===== src/rtl/gf8_reduce_seq_if.sv =====
// Handshake bundle for the GF(2^8) reducer: product in, field element out.
// The master modport is the upstream/downstream side; the slave modport is the reducer.
interface gf8_reduce_seq_if;
  logic        in_valid;
  logic        in_ready;
  logic [14:0] in_prod;
  logic        out_valid;
  logic        out_ready;
  logic [7:0]  out_res;
  logic        busy;

  modport master (
    output in_valid, in_prod, out_ready,
    input  in_ready, out_valid, out_res, busy
  );

  modport slave (
    input  in_valid, in_prod, out_ready,
    output in_ready, out_valid, out_res, busy
  );
endinterface


===== src/rtl/gf8_reduce_seq.sv =====
// Bit-serial reduction of a 15-bit carry-less product modulo a monic degree-8 polynomial.
// The reduction always takes 7 steps (bits 14..8), so latency does not depend on the data.
module gf8_reduce_seq #(
  parameter logic [8:0] POLY = 9'h11B
) (
  input  logic              clk,
  input  logic              rst_n,
  gf8_reduce_seq_if.slave   bus
);

  generate
    if (POLY[8] != 1'b1) begin : g_bad_poly
      $error("gf8_reduce_seq: POLY must have bit 8 set");
    end
  endgenerate

  typedef enum logic [1:0] {IDLE, REDUCE, DONE} state_t;

  state_t      state;
  logic [14:0] acc;
  logic [14:0] acc_step;
  logic [14:0] poly_sh;
  logic [3:0]  cnt;
  logic [7:0]  res_q;

  // Aligning POLY's leading term with bit cnt lets one XOR clear that bit.
  always_comb begin
    poly_sh  = {6'd0, POLY} << (cnt - 4'd8);
    acc_step = acc[cnt] ? (acc ^ poly_sh) : acc;
  end

  always_ff @(posedge clk or negedge rst_n) begin
    if (!rst_n) begin
      state <= IDLE;
      acc   <= '0;
      cnt   <= '0;
      res_q <= '0;
    end else begin
      case (state)
        IDLE: begin
          if (bus.in_valid) begin
            acc   <= bus.in_prod;
            cnt   <= 4'd14;
            state <= REDUCE;
          end
        end
        REDUCE: begin
          acc <= acc_step;
          cnt <= cnt - 4'd1;
          if (cnt == 4'd8) begin
            res_q <= acc_step[7:0];
            state <= DONE;
          end
        end
        DONE: begin
          if (bus.out_ready) state <= IDLE;
        end
        default: state <= IDLE;
      endcase
    end
  end

  assign bus.in_ready  = (state == IDLE);
  assign bus.out_valid = (state == DONE);
  assign bus.busy      = (state == REDUCE) || (state == DONE);
  assign bus.out_res   = res_q;

endmodule


===== src/flat_wrapper.sv =====
// flat-port wrapper written by rule: the top's interface ports become plain ports
module gf8_reduce_seq_flat 
#(
  parameter logic [8:0] POLY = 9'h11B
)
  (clk, rst_n, bus_in_valid, bus_in_prod, bus_out_ready, bus_in_ready, bus_out_valid, bus_out_res, bus_busy);
  gf8_reduce_seq_if bus_i ();
  input  logic clk;
  input  logic rst_n;
  input wire logic [$bits(bus_i.in_valid)-1:0] bus_in_valid;
  input wire logic [$bits(bus_i.in_prod)-1:0] bus_in_prod;
  input wire logic [$bits(bus_i.out_ready)-1:0] bus_out_ready;
  output wire logic [$bits(bus_i.in_ready)-1:0] bus_in_ready;
  output wire logic [$bits(bus_i.out_valid)-1:0] bus_out_valid;
  output wire logic [$bits(bus_i.out_res)-1:0] bus_out_res;
  output wire logic [$bits(bus_i.busy)-1:0] bus_busy;
  assign bus_i.in_valid = bus_in_valid;
  assign bus_i.in_prod = bus_in_prod;
  assign bus_i.out_ready = bus_out_ready;
  assign bus_in_ready = bus_i.in_ready;
  assign bus_out_valid = bus_i.out_valid;
  assign bus_out_res = bus_i.out_res;
  assign bus_busy = bus_i.busy;
  gf8_reduce_seq #(.POLY(POLY)) u_core (.clk(clk), .rst_n(rst_n), .bus(bus_i));
endmodule

===== config.mk =====
export PLATFORM = sky130hd
export DESIGN_NAME = gf8_reduce_seq_flat
export DESIGN_NICKNAME = d
export VERILOG_FILES = /design/src/rtl/gf8_reduce_seq_if.sv /design/src/rtl/gf8_reduce_seq.sv /design/src/flat_wrapper.sv
export SDC_FILE = /design/constraint.sdc
export NUM_CORES = 1
export LEC_CHECK = 0
export CORE_MARGIN = 4
export CORE_UTILIZATION = 51
export CTS_BUF_LIST = sky130_fd_sc_hd__clkbuf_2 sky130_fd_sc_hd__clkbuf_4 sky130_fd_sc_hd__clkbuf_8
export DETAILED_ROUTE_END_ITERATION = 10
export PLACE_DENSITY = 0.87
export REMOVE_ABC_BUFFERS = 1
export SYNTH_ARGS = -nofsm -noshare
export SYNTH_HDL_FRONTEND = slang
export SYNTH_SLANG_ARGS = --single-unit

===== constraint.sdc =====
create_clock -name clk -period 2.35 [get_ports clk]
set_clock_uncertainty 0.15 [all_clocks]
set_input_delay 0.47 -clock clk [delete_from_list [all_inputs] [get_ports clk]]
set_output_delay 0.47 -clock clk [all_outputs]
set_load 0.1 [all_outputs]

==> results of run 1 <==
-- synth_stat cells, types with 2 or more instances --
cell type / number / area share, %
a21o_1: 2 / 0.69
a21oi_1: 24 / 5.5
a22o_1: 4 / 1.6
a22oi_1: 2 / 0.69
a32oi_1: 2 / 0.81
and3_1: 2 / 0.58
buf_1: 2 / 0.35
buf_2: 5 / 1.2
clkbuf_1: 9 / 1.6
dfrtp_1: 29 / 33
ha_1: 9 / 5.2
inv_1: 5 / 0.86
mux2_2: 5 / 2.6
mux2i_1: 26 / 12
nand2_1: 21 / 3.6
nand2b_1: 6 / 1.7
nand3_1: 10 / 2.3
nand4_1: 7 / 2.0
nor2_1: 18 / 3.1
nor2b_1: 5 / 1.4
o211ai_1: 6 / 2.1
o21ai_0: 7 / 1.6
o22ai_1: 8 / 2.3
o31a_1: 5 / 2.0
o31ai_1: 2 / 0.69
xor2_1: 6 / 2.4
-- layout make-up --
| type | count | share of cell area, % |
|---|---|---|
| multi-input combinational | 192 | 49.7 |
| tap | 50 | 2.30 |
| inverter | 5 | 0.691 |
| sequential | 29 | 26.7 |
| clock buffer | 7 | 3.55 |
| clock inverter | 1 | 0.184 |
| timing repair buffer | 50 | 16.9 |
-- path summary, 6_finish.rpt --
kind,startpoint,to,depth (start not counted)
worst max-delay path,u_core.cnt[0],u_core.acc[3],6
worst min-delay path,u_core.bus.out_res[4],u_core.bus.out_res[4],2
worst max register to register,u_core.cnt[0],u_core.acc[3],6
worst min register to register,u_core.bus.out_res[4],u_core.bus.out_res[4],2
max in group asynchronous,rst_n,u_core.acc[9],2
min in group asynchronous,rst_n,u_core.cnt[3],2
-- worst max-delay path: stages (launching register included) --
cell	delay (ns)
dfrtp_1	0.45
buf_4	0.23
nor2_1	0.09
a22oi_2	0.35
nand4b_4	0.16
mux2_4	0.33
a221o_1	0.31
-- layout by cell type (no fill, tap or decap), types with 2 or more instances in the layout --
cell type,n
buf_4,29
dfrtp_1,29
mux2i_1,26
a21oi_1,24
nand2_1,21
nor2_1,18
clkdlybuf4s50_1,18
nand3_1,10
ha_1,9
o22ai_1,8
nand4_1,7
o21ai_0,7
clkbuf_8,7
nand2b_1,6
o211ai_1,6
xor2_1,6
inv_1,5
nor2b_1,5
mux2_2,5
o31a_1,5
a22o_1,4
buf_12,3
o31ai_1,2
a22oi_1,2
a21o_1,2
a32oi_1,2
and3_1,2
-- per-stage QoR --
step           hold WS, ns  instance area [um2]
3_3_place_gp         0.341                 2620
5_1_grt              0.395                 2720
6_report             0.372                 2720
4_1_cts              0.377                 2720
2_1_floorplan       0.0244                 2100
3_5_place_dp         0.363                 2620
-- cells by family (layout without fill, tap and decap cells) --
kind of cell	count (synthesis)	in the layout
AOI/OAI and AO/OA	70	70
xor gates and xnor gates	6	6
adders and majority gates	9	9
buffers and inverters	22	63
DFF	29	29
muxes	32	32
and+or+nand+nor	75	75
-- per-layer routing --
layer	global-route usage, %	routed length (um)	up-vias
li1	-	-	967
met1	29.7	2400	943
met2	35.3	2540	71
met3	4.24	376	11
met4	9.02	105	0
met5	0	0	-
-- sequential cells by signal (all words and copies together), names as in the netlist --
name,flops
u_core.acc,15
u_core.bus.out_res,8
u_core.cnt,4
u_core.state,2
==> impl_metrics.toml, run 1 <==
[status]
status = "finished, final reports clean"

[clock_tree]
clk-insertion-delay-late_ns = 0.28
cts_hold_buf = 0
htree_levels = 2
clkSinkCount = 29
cts_buffers = 5
clk_pin_slew_ns = 0.07
cts_tree = "built"
root_buffer = "clkbuf_8"
post_cts_resized = 0
cts.path.max_buffers = 2
postCtsSetupBuffers = 0

[global_route]
grt_use_total_pct = 22.2
grt_pass1_wl_um = 9290
grt_pass1_vias = 1957
antenna_found_initial = 0
overflow = 0
grt_max_degree = 30

[timing]
worst_pin_slew_ns = 0.489
setup_violations = 0
max_freq_mhz = 456
setup_tns_ns = 0
post-route-min-period_ns = 2.19
rsz0062_at_grt = "no"
slew_viol_final = 0
finalCritPeriodShare_pct = 93.3
worst_slack_ns = 0.158
max-slew-margin-rel_pct = 67.4
finalHoldViolations = 0

[die]
io_pins = 30
initial_core_util_pct = 53.6
die_y_um = 73.3
die_x_um = 73.3
core_mm2 = 0.00406
fp-row-count = 23
die_area_mm2 = 0.00537

[place]
dp_cells = 326
gp_congestion = 0.928
dp_hpwl_um = 3910
io_buffers = 29
place_ws_ns = 0.245

[worst_setup_path]
crit_path_max_fanout = 12
critPathKind = "flop to flop"
r2r_setup_slack_ns = 0.16
cp.arrival_ns = 2.20
critical_path_required_ns = 2.36
cp-start-kind = "flop"
end_kind = "flop"

[finish]
multi_input_area_mm2 = 0.00135
syn_to_final_growth_pct = 25.0
regArea_um2 = 726
fillCellCount = 304
final_util_pct = 67.0
fin_cells = 334
final_layout_size_suffix_gt1_share_pct = 18.0
n_antenna_cell = 0
nets = 311

[logic_synthesis]
synthAdderAreaFrac_pct = 5.18
async_flop_share_pct = 100
netlist_area_mm2 = 0.00217
synth_cells = 243
synth_cell_types = 42
synth_enable_flop_cells = 0
yosysWarnings = 0
synthXorXnorAreaFrac_pct = 2.42
synth_top_family_by_area = "compound AO/OA/AOI/OAI gates"
ys_seq_area_share_pct = 33.4
synth-seq-cells = 29
synthMuxAreaShare_pct = 15.3
avgSynthCellArea_um2 = 8.94
synthSimpleGateAreaFrac_pct = 17.4
synth_ff_type = "dfrtp_1"
synth_compound_area_share_pct = 21.9

[drt]
drtIter0Drc = 153
drt_wl_total_um = 5430
via_count = 1992
ant_nets = 0
drtPass1Iterations = 4
avgRoutedWirePerCell_um = 16.2
drc = 0
vias_per_cell = 5.96

[run]
maxCapViolations = 0

[min_path]
worstHoldPathType = "flop to flop"
Power of run 1 is not shown: default switching activity piles up to over one toggle a cycle in this logic, so the estimate is an artifact.
==> inputs of run 2 (changes only) <==
--- a/config.mk
+++ b/config.mk
@@ -8,6 +8,7 @@
 export CORE_MARGIN = 4
 export CORE_UTILIZATION = 51
 export CTS_BUF_LIST = sky130_fd_sc_hd__clkbuf_2 sky130_fd_sc_hd__clkbuf_4 sky130_fd_sc_hd__clkbuf_8
+export CTS_CLUSTER_DIAMETER = 60
 export DETAILED_ROUTE_END_ITERATION = 10
 export PLACE_DENSITY = 0.87
 export REMOVE_ABC_BUFFERS = 1
==> results of run 2 <==
The final DEF is identical to that of run 1; final timing and power are the same.
Power of run 2 is left out for the same reason.
